--- config.mk ---
export PLATFORM = sky130hd
export DESIGN_NAME = binary_to_bcd_encoder
export DESIGN_NICKNAME = d
export VERILOG_FILES = /design/src/rtl/binary_to_bcd_encoder.sv
export SDC_FILE = /design/constraint.sdc
export NUM_CORES = 1
export LEC_CHECK = 0
export ABC_AREA = 1
export CORE_MARGIN = 2
export CORE_UTILIZATION = 40
export CTS_BUF_LIST = sky130_fd_sc_hd__clkbuf_2 sky130_fd_sc_hd__clkbuf_4 sky130_fd_sc_hd__clkbuf_8
export DETAILED_ROUTE_END_ITERATION = 7
export GPL_ROUTABILITY_DRIVEN = 0
export GPL_TIMING_DRIVEN = 1
export PLACE_DENSITY = 0.71
export SLEW_MARGIN = 20
export SYNTH_ARGS = -nofsm -noshare
export SYNTH_HDL_FRONTEND = slang
export SYNTH_SLANG_ARGS = --single-unit
--- constraint.sdc ---
create_clock -name clk -period 1.4 [get_ports clk]
set_input_delay 0.28 -clock clk [delete_from_list [all_inputs] [get_ports clk]]
set_output_delay 0.28 -clock clk [all_outputs]
set_load 0.02 [all_outputs]
--- src/rtl/binary_to_bcd_encoder.sv ---
// Sequential double-dabble binary-to-BCD converter, saturating on overflow.
// Optional BCD_ENC_AUTO_EN: also start whenever binary_in differs from the last value converted.
module binary_to_bcd_encoder #(
    parameter int BIN_W  = 20,
    parameter int DIGITS = 6
) (
    input  logic                clk,
    input  logic                rst_n,
    input  logic [BIN_W-1:0]    binary_in,
    input  logic                start,
    output logic                busy,
    output logic                done,
    output logic [4*DIGITS:0]   bcd_value,
    output logic                overflow
);

    localparam int SCR_W  = 4 * DIGITS;
    localparam int ITER_W = $clog2(BIN_W + 1);
    localparam logic [ITER_W-1:0] LAST_ITER = ITER_W'(BIN_W - 1);

    function automatic logic [63:0] max_val();
        logic [63:0] r;
        r = 64'd1;
        for (int i = 0; i < DIGITS; i++) r = r * 64'd10;
        return r - 64'd1;
    endfunction

    function automatic logic [SCR_W-1:0] all_nines();
        logic [SCR_W-1:0] r;
        r = '0;
        for (int i = 0; i < DIGITS; i++) r[4*i +: 4] = 4'h9;
        return r;
    endfunction

    localparam logic [63:0]      MAX_VAL = max_val();
    localparam logic [SCR_W-1:0] NINES   = all_nines();

    typedef enum logic [1:0] {
        IDLE,
        SHIFT,
        DONE
    } state_t;

    state_t            state;
    logic [BIN_W-1:0]  shift_reg;
    logic [SCR_W-1:0]  scratch;
    logic [ITER_W-1:0] iter;
    logic              ovf_cap;

    logic [SCR_W-1:0]  adjusted;
    logic [SCR_W-1:0]  next_scratch;
    logic [BIN_W-1:0]  next_shift;
    logic              trigger;
    logic              in_range_ovf;

    assign in_range_ovf = 64'(binary_in) > MAX_VAL;

`ifdef BCD_ENC_AUTO_EN
    logic [BIN_W-1:0] last_converted;

    assign trigger = start || (binary_in != last_converted);

    always_ff @(posedge clk) begin
        if (!rst_n) begin
            last_converted <= '0;
        end else if (state == IDLE && trigger) begin
            last_converted <= binary_in;
        end
    end
`else
    assign trigger = start;
`endif

    // Add-3 correction on each digit before the shift; carries out of a digit cannot occur.
    always_comb begin
        adjusted = scratch;
        for (int k = 0; k < DIGITS; k++) begin
            if (scratch[4*k +: 4] >= 4'd5) begin
                adjusted[4*k +: 4] = scratch[4*k +: 4] + 4'd3;
            end
        end
    end

    assign next_scratch = {adjusted[SCR_W-2:0], shift_reg[BIN_W-1]};
    assign next_shift   = {shift_reg[BIN_W-2:0], 1'b0};

    always_ff @(posedge clk) begin
        if (!rst_n) begin
            state     <= IDLE;
            busy      <= 1'b0;
            done      <= 1'b0;
            bcd_value <= '0;
            overflow  <= 1'b0;
            shift_reg <= '0;
            scratch   <= '0;
            iter      <= '0;
            ovf_cap   <= 1'b0;
        end else begin
            unique case (state)
                IDLE: begin
                    if (trigger) begin
                        shift_reg <= binary_in;
                        scratch   <= '0;
                        iter      <= '0;
                        ovf_cap   <= in_range_ovf;
                        busy      <= 1'b1;
                        state     <= SHIFT;
                    end
                end
                SHIFT: begin
                    shift_reg <= next_shift;
                    scratch   <= next_scratch;
                    iter      <= iter + ITER_W'(1);
                    // Results are only exposed once complete so displays never flicker.
                    if (iter == LAST_ITER) begin
                        bcd_value <= {1'b0, ovf_cap ? NINES : next_scratch};
                        overflow  <= ovf_cap;
                        done      <= 1'b1;
                        state     <= DONE;
                    end
                end
                DONE: begin
                    done  <= 1'b0;
                    busy  <= 1'b0;
                    state <= IDLE;
                end
                default: begin
                    busy  <= 1'b0;
                    done  <= 1'b0;
                    state <= IDLE;
                end
            endcase
        end
    end

endmodule

### Word level (Yosys, flattened, before mapping)

Cells that the tools add are included.

| word-level totals | value |
|---|---|
| bits of input ports | 23 |
| memories kept | 0 |
| latch bits | 0 |
| memory bits (read-only) | 0 |
| bits in registers | 79 |
| output and inout port bits | 28 |
| memory bits (writable) | 0 |

| operators by class | value |
|---|---|
| div/mod/pow operators | 0 |
| reduce and logical (&&, ||, !) cells | 8 |
| equality and inequality tests | 4 |
| magnitude comparators | 7 |
| bitwise operators | 2 |
| shift operators | 0 |
| $add $sub $neg | 7 |
| muxes and demuxes | 20 |
| multipliers | 0 |

Operators with widths:

| cell | count |
|---|---|
| 24-bit 2-to-1 mux | 2 |
| 24-bit one-hot mux with 2 select lines | 1 |
| 20-bit one-hot mux with 2 select lines | 1 |
| 4-bit by 3-bit greater-or-equal comparator with 1-bit output (second input constant) | 6 |
| 4-bit by 2-bit adder with 4-bit output (second input constant) | 5 |
| 20-bit greater-than comparator (second input constant) | 1 |
| 20-bit 2-to-1 mux | 1 |
| 4-bit 2-to-1 mux | 5 |
| 2-bit AND reduction | 6 |
| 5-bit one-hot mux with 2 select lines | 1 |
| 5-bit by 1-bit adder with 5-bit output (second input constant) | 1 |
| 5-bit equality test (second input constant) | 1 |
| 5-bit 2-to-1 mux | 1 |
| 2-bit 2-to-1 mux | 2 |
| 2-bit inequality test (second input constant) | 2 |
| 1-bit one-hot mux with 2 select lines | 2 |
| 2-bit one-hot mux with 2 select lines | 1 |
| 3-bit by 2-bit adder with 3-bit output (second input constant) | 1 |
| 3-bit 2-to-1 mux | 1 |
| 2-bit by 1-bit equality test with 1-bit output (second input constant) | 1 |
| 2-bit logical NOT | 1 |
| 1-bit 2-to-1 mux | 2 |
| 1-bit inverter | 2 |
| 2-bit nonzero test | 1 |

### Logic depth before layout (Yosys ltp)

Gate-level depths: netlist (run 1).

| depth | value |
|---|---|
| depth after elaboration | 3 |
| depth in mapped cells | 9 |
| mapped depth without buffers | 9 |

### Worst setup path after synthesis (run 1)

No wires, ideal clock.

| path | value |
|---|---|
| path type | register to register |
| start point | register iter[0] |
| end point | register bcd_value[12] |
| data required time | 1.283 ns |
| slack | 0.047 ns |
| buffers on the path | 1 |
| cell stages (with the launch flop) | 10 |
| arrival | 1.236 ns |
| clock period less this slack | 1.353 ns |
| path through | dfxtp_1 > ha_1 > nand2_1 > inv_1 > nand3_4 > inv_2 > nand2_2 > buf_2 > a21oi_1 > nor2_1 |

| on the way | value |
|---|---|
| word-level cells in the longest chain between the ends | 2 |

Ends and longest elaborated chain:

| element | line | source |
|---|---|---|
| start: declaration | 47 | `logic [ITER_W-1:0] iter;` |
| start signal: assignment | 113 | `iter <= iter + ITER_W'(1);` |
| 5-bit equality test | 115 | `if (iter == LAST_ITER) begin` |
| 2-bit AND reduction (no line) | -- |  |
| end signal: assignment | 116 | `bcd_value <= {1'b0, ovf_cap ? NINES : next_scratch};` |
| end: declaration | 13 | `output logic [4*DIGITS:0] bcd_value,` |

No other way between the ends.
A chain may end at the register's enable or synchronous reset.

### Final worst setup path (run 1)

| path | value |
|---|---|
| start point | register iter[1] |
| end point | register bcd_value[13] |

The elaborated chain is that of the path after synthesis.

==> results of run 1 <==
-- power by group through the flow --
stage	clock network (mW)	registers, mW	logic [mW]
after floorplan	0	2.40	0.238
after global placement	0	2.40	0.434
after detailed placement	0	2.40	0.443
after CTS	1.70	2.35	0.444
after global routing	1.78	2.36	0.495
final	1.67	2.35	0.444
-- worst max-delay path, delay by kind of cell, from the launching register on --
family,cells,cell delay [ps]
AND/OR/NAND/NOR,4,420
flip-flops,1,360
buffers and inverters,2,260
adder cells (fa/ha/maj),1,140
AO/OA/AOI/OAI,1,120
-- timing repair --
item	in CTS	in global routing
gates cloned	0	1
buffers inserted	0	6
pin swaps	0	11
setup endpoints to repair	35	37
endpoints found under the hold margin	0	0
resized for setup	30	39
-- stage by stage --
stage	std cells	utilization [%]	setup slack, ps	instance area, sq um
floorplan	521	-	46.7	3690
global placement	683	49.3	-82.3	4490
detailed placement	683	49.3	-178	4490
CTS	699	51.2	26.6	4660
global route	706	53.3	-32.6	4860
finish	706	53.3	50.3	4860
-- final cells by class --
class / instances / share of cell area [%]
Clock buffer: 10 / 2.71
Clock inverter: 6 / 1.26
Inverter: 55 / 4.25
Multi-Input combinational cell: 364 / 39.3
Sequential cell: 79 / 32.8
Tap cell: 111 / 2.86
Timing Repair Buffer: 81 / 16.9
-- cells by family (layout without fill, tap and decap cells) --
logic type                 Yosys count  in the layout  synth area share [%]
buffers and inverters               78            152                  8.72
and+or+nand+nor                    236            236                  26.8
DFF                                 79             79                  42.9
AOI/OAI and AO/OA                  114            114                  17.1
other                                1              1                 0.102
adders and majority gates           13             13                  4.41
-- worst min-delay path by stage --
stage | slack [ps] | to | startpoint | cells past startpoint
global placement | 440 | shift_reg[16] | shift_reg[16] | 2
detailed placement | 450 | shift_reg[12] | shift_reg[12] | 2
finish | 460 | shift_reg[13] | shift_reg[13] | 2
global route | 490 | shift_reg[12] | shift_reg[12] | 2
CTS | 460 | shift_reg[14] | shift_reg[14] | 2
floorplan | 430 | shift_reg[0] | binary_in[0] | 2
-- synth_stat cells, drive strengths merged (3+ instances only) --
master	instances	area, sq um
nand3	23	128
clkbuf	11	41.3
o21a	8	60.1
a31oi	3	18.8
ha	13	163
nor2	49	199
a21oi	52	260
nand4	12	75.1
o21ai	37	185
inv	55	206
nand2	149	567
a211oi	12	90.1
buf	12	73.8
dfxtp	79	1580
-- metal layers --
metal  routed length [um]  GRT usage (%)  vias up
li1                     -              -     1830
met3                  400           2.79       17
met4                  180           6.43        0
met2                 4360           32.1       80
met5                    0              0        -
met1                 4350           23.2     1682
==> reports/metrics.cfg, run 1 <==
[status]
status=completed

[worst_setup_path]
cp_common_cell=nand2_2
crit_type=reg2reg
slowest_stage=dfxtp_2
path_cells=ha_4, nand2_2, inv_2, nand3_4, nor2_4, clkbuf_16, nand2_2, a21oi_2
r2r-start=iter[1]
endpoint=bcd_value[13]
critPathLaunch=iter[1]
slowest_delay_ps=360
r2r_setup_slack_ps=50
r2r_end=bcd_value[13]
path_max_fanout=5
crit_required_ps=1690
worstPathArrival_ps=1640
startpoint_type=register
cp-end-kind=register
rr_worst_depth=8

[timing]
period_needed_ps=1350
grt_setup_unrepaired=yes
fmax_mhz=741
fin_setup_tns_ps=0
timing.hold.ws_ps=457
setup_viol=0
hold_viol_final=0
maxSlewViolCount=0
fin_skew_ps=8.21
finalCritPeriodShare_pct=96.4

[grt]
grt_max_degree=34
antenna_found_initial=0
grt.total_usage_pct=18.4
grt_overflow=0
grt_pass1_wl_um=15000
grt_pass1_vias=3411

[clock_tree]
cts_sinks=79
cts_hold_buf=0
cts_tree=built
root_buffer=clkbuf_8
clk_latency_ps=350
numCtsBuffers=9
htree_levels=3
clockBufferDepth=2
clk_pin_slew_ps=80

[power_and_ir_drop]
sw_frac_of_total_pct=24.9
p_per_area_nw_per_um2=919
p_total_mw=4.46
p_leak_nw=2.14
internal_power_mw=3.35
p_switching_mw=1.11
combinationalPowerShare_pct=10.0
ir_drop_uv=483
p_clk_share_pct=37.4
seq_power_share_pct=52.7

[layout]
final_common_cell=nand2_1
multi_input_area_sq_um=1910
seq_area_sq_um=1590
drive_gt1_share_pct=16.0
areaGrowthSynthToFinish_pct=31.6
final_cell_mix=nand2_1 (136), dfxtp_1 (70), inv_1 (48)
fin_nets=626
antenna_cells=0
fill_cells=866

[synthesis]
ys_seq_elements=79
synth_cell_types=27
async_flop_share_pct=0
synth_edf_count=0
netlist_area_sq_um=3690
synth_nets=557
syn-instance-count=521
synth_ff_type=dfxtp_1
yosysWarnings=0
seq_area_frac_synth_pct=42.9
avgSynthCellArea_sq_um=7.08

[detailed_routing]
vias=3609
wire_per_inst_um=13.2
via_per_inst=5.11
drtPass1Iterations=4
drt_iter0_markers=188
drcViolationCount=0
routed_wirelength_um=9290
ant_nets=0

[place]
numPortBuffers=49
dp.final_hpwl_um=6210

[floorplanning]
start_util_pct=40.5
io_pins=51
core_sq_um=9110
dieArea_sq_um=10000
die-width_um=100
fp-row-count=35
die_height_um=100

[job]
max_cap_violations=0

[worst_hold_path]
hp-class=reg2reg

Note: power is estimated with default switching activity, not from simulation.
==> run 2, diff against run 1 <==
--- a/config.mk
+++ b/config.mk
@@ -13,6 +13,7 @@
 export GPL_ROUTABILITY_DRIVEN = 0
 export GPL_TIMING_DRIVEN = 1
 export PLACE_DENSITY = 0.71
+export REMOVE_ABC_BUFFERS = 1
 export SLEW_MARGIN = 20
 export SYNTH_ARGS = -nofsm -noshare
 export SYNTH_HDL_FRONTEND = slang
==> reports/metrics.cfg, run 2 (synthesized netlist as in run 1, its figures left out) <==
[detailed_routing]
ant_nets=0
vias=3560
via_per_inst=5.05
drcViolationCount=0
routed_wirelength_um=9070
drt_iter0_markers=159
drtPass1Iterations=5
wire_per_inst_um=12.9

[floorplanning]
die-width_um=100
start_util_pct=40.5
io_pins=51
core_sq_um=9110
fp-row-count=35
dieArea_sq_um=10000
die_height_um=100

[grt]
grt_overflow=0
antenna_found_initial=0
grt_pass1_wl_um=14800
grt.total_usage_pct=18.4
grt_max_degree=34
grt_pass1_vias=3384

[timing]
setup_viol=0
fmax_mhz=725
fin_skew_ps=5.73
grt_setup_unrepaired=yes
setup_slack_ps=21.2
finalCritPeriodShare_pct=98.5
hold_viol_final=0
period_needed_ps=1380
maxSlewViolCount=0

[clock_tree]
cts_tree=built
clk_pin_slew_ps=80
cts_hold_buf=0
cts_sinks=79
clk_latency_ps=350
root_buffer=clkbuf_8
numCtsBuffers=9
htree_levels=3
clockBufferDepth=2

[place]
numPortBuffers=49
dp.final_hpwl_um=6190
dp_slack_ps=-148
placed_cell_area_sq_um=4480

[worst_setup_path]
cp_top_family=simple AND/OR/NAND/NOR gates
crit_type=reg2reg
path_cells=ha_4, nand2_2, inv_2, nand3_4, nor2_4, clkbuf_16, nand2_2, a21oi_2
cp_num_buf_inv=2
slowest_delay_ps=360
crit_required_ps=1690
worstPathArrival_ps=1670
path_max_fanout=4
slowest_stage=dfxtp_2
cp-end-kind=register
cp_common_cell=nand2_2
startpoint_type=register
r2r_setup_slack_ps=20

[power_and_ir_drop]
seq_power_share_pct=48.6
ir_drop_uv=490
sw_frac_of_total_pct=23.1
internal_power_mw=3.71
p_total_mw=4.83
p_per_area_nw_per_um2=984
p_switching_mw=1.11
combinationalPowerShare_pct=9.2
p_clk_share_pct=42.1
p_leak_nw=2.15

[layout]
final_cell_mix=nand2_1 (135), dfxtp_1 (69), inv_1 (48)
areaGrowthSynthToFinish_pct=33.0
final_area_sq_um=4910
fin_nets=625
antenna_cells=0
drive_gt1_share_pct=17.3
seq_area_sq_um=1600
final_common_cell=nand2_1
multi_input_area_sq_um=1920
fill_cells=852

[worst_hold_path]
hp-class=reg2reg

[job]
max_cap_violations=0

[status]
status=completed

-- run 2: cell count changes in the layout (fill, tap and decap cells not counted), sizes merged --
| cell | delta |
|---|---|
| buf | -1 |
| clkinv | -1 |
| bufinv | +2 |
| clkinvlp | -1 |
-- run 2: what timing repair did --
action                                  4_1_cts  5_1_grt
gates cloned                                  0        1
gates resized for setup                      30       47
pin swaps                                     0       11
endpoints found under the setup margin       39       41
setup buffers                                 0        5
-- run 2: power by group through the flow --
stage	Clock, mW	Combinational, mW	Sequential (mW)
finish	2.03	0.446	2.35
global placement	0	0.428	2.40
floorplan	0	0.198	2.40
global route	2.17	0.489	2.35
detailed placement	0	0.434	2.40
CTS	2.07	0.435	2.35
-- run 2: area by class of cell --
type,instances,share of cell area (%)
Tap cell,111,2.83
Sequential cell,79,32.6
Multi-Input combinational cell,364,39.1
Timing Repair Buffer,80,16.3
Inverter,55,4.21
Clock buffer,10,2.68
Clock inverter,6,2.22
-- run 2: stage by stage --
step	setup TNS [ps]	hold WS [ps]	std cells	util, %
after floorplan	-18950	406	498	-
after global placement	-3350	438	683	49.2
after detailed placement	-5330	441	683	49.2
after CTS	0	458	699	51.6
after global routing	-610	474	705	53.9
final	0	455	705	53.9
-- run 2: worst min-delay path, delay by kind of cell (launching register included) --
kind / cells / cell delay [ps]
flip-flops: 1 / 310
buffers and inverters: 1 / 50
AO/OA/AOI/OAI: 1 / 60
-- run 2: per-layer routing --
metal	track usage [%]	up-vias	wire length, um	share of wire, %
li1	-	1822	-	-
met4	8.01	0	188	2.1
met2	31.1	91	4360	48
met5	0	-	0	0
met3	3.48	15	432	4.8
met1	22.8	1632	4090	45
-- run 2: path summary, 6_finish.rpt --
kind                      from             to  cells after the start
setup reg to reg       iter[1]  bcd_value[10]                      8
hold / removal    shift_reg[5]   shift_reg[5]                      2
setup / recovery       iter[1]  bcd_value[10]                      8
hold reg to reg   shift_reg[5]   shift_reg[5]                      2
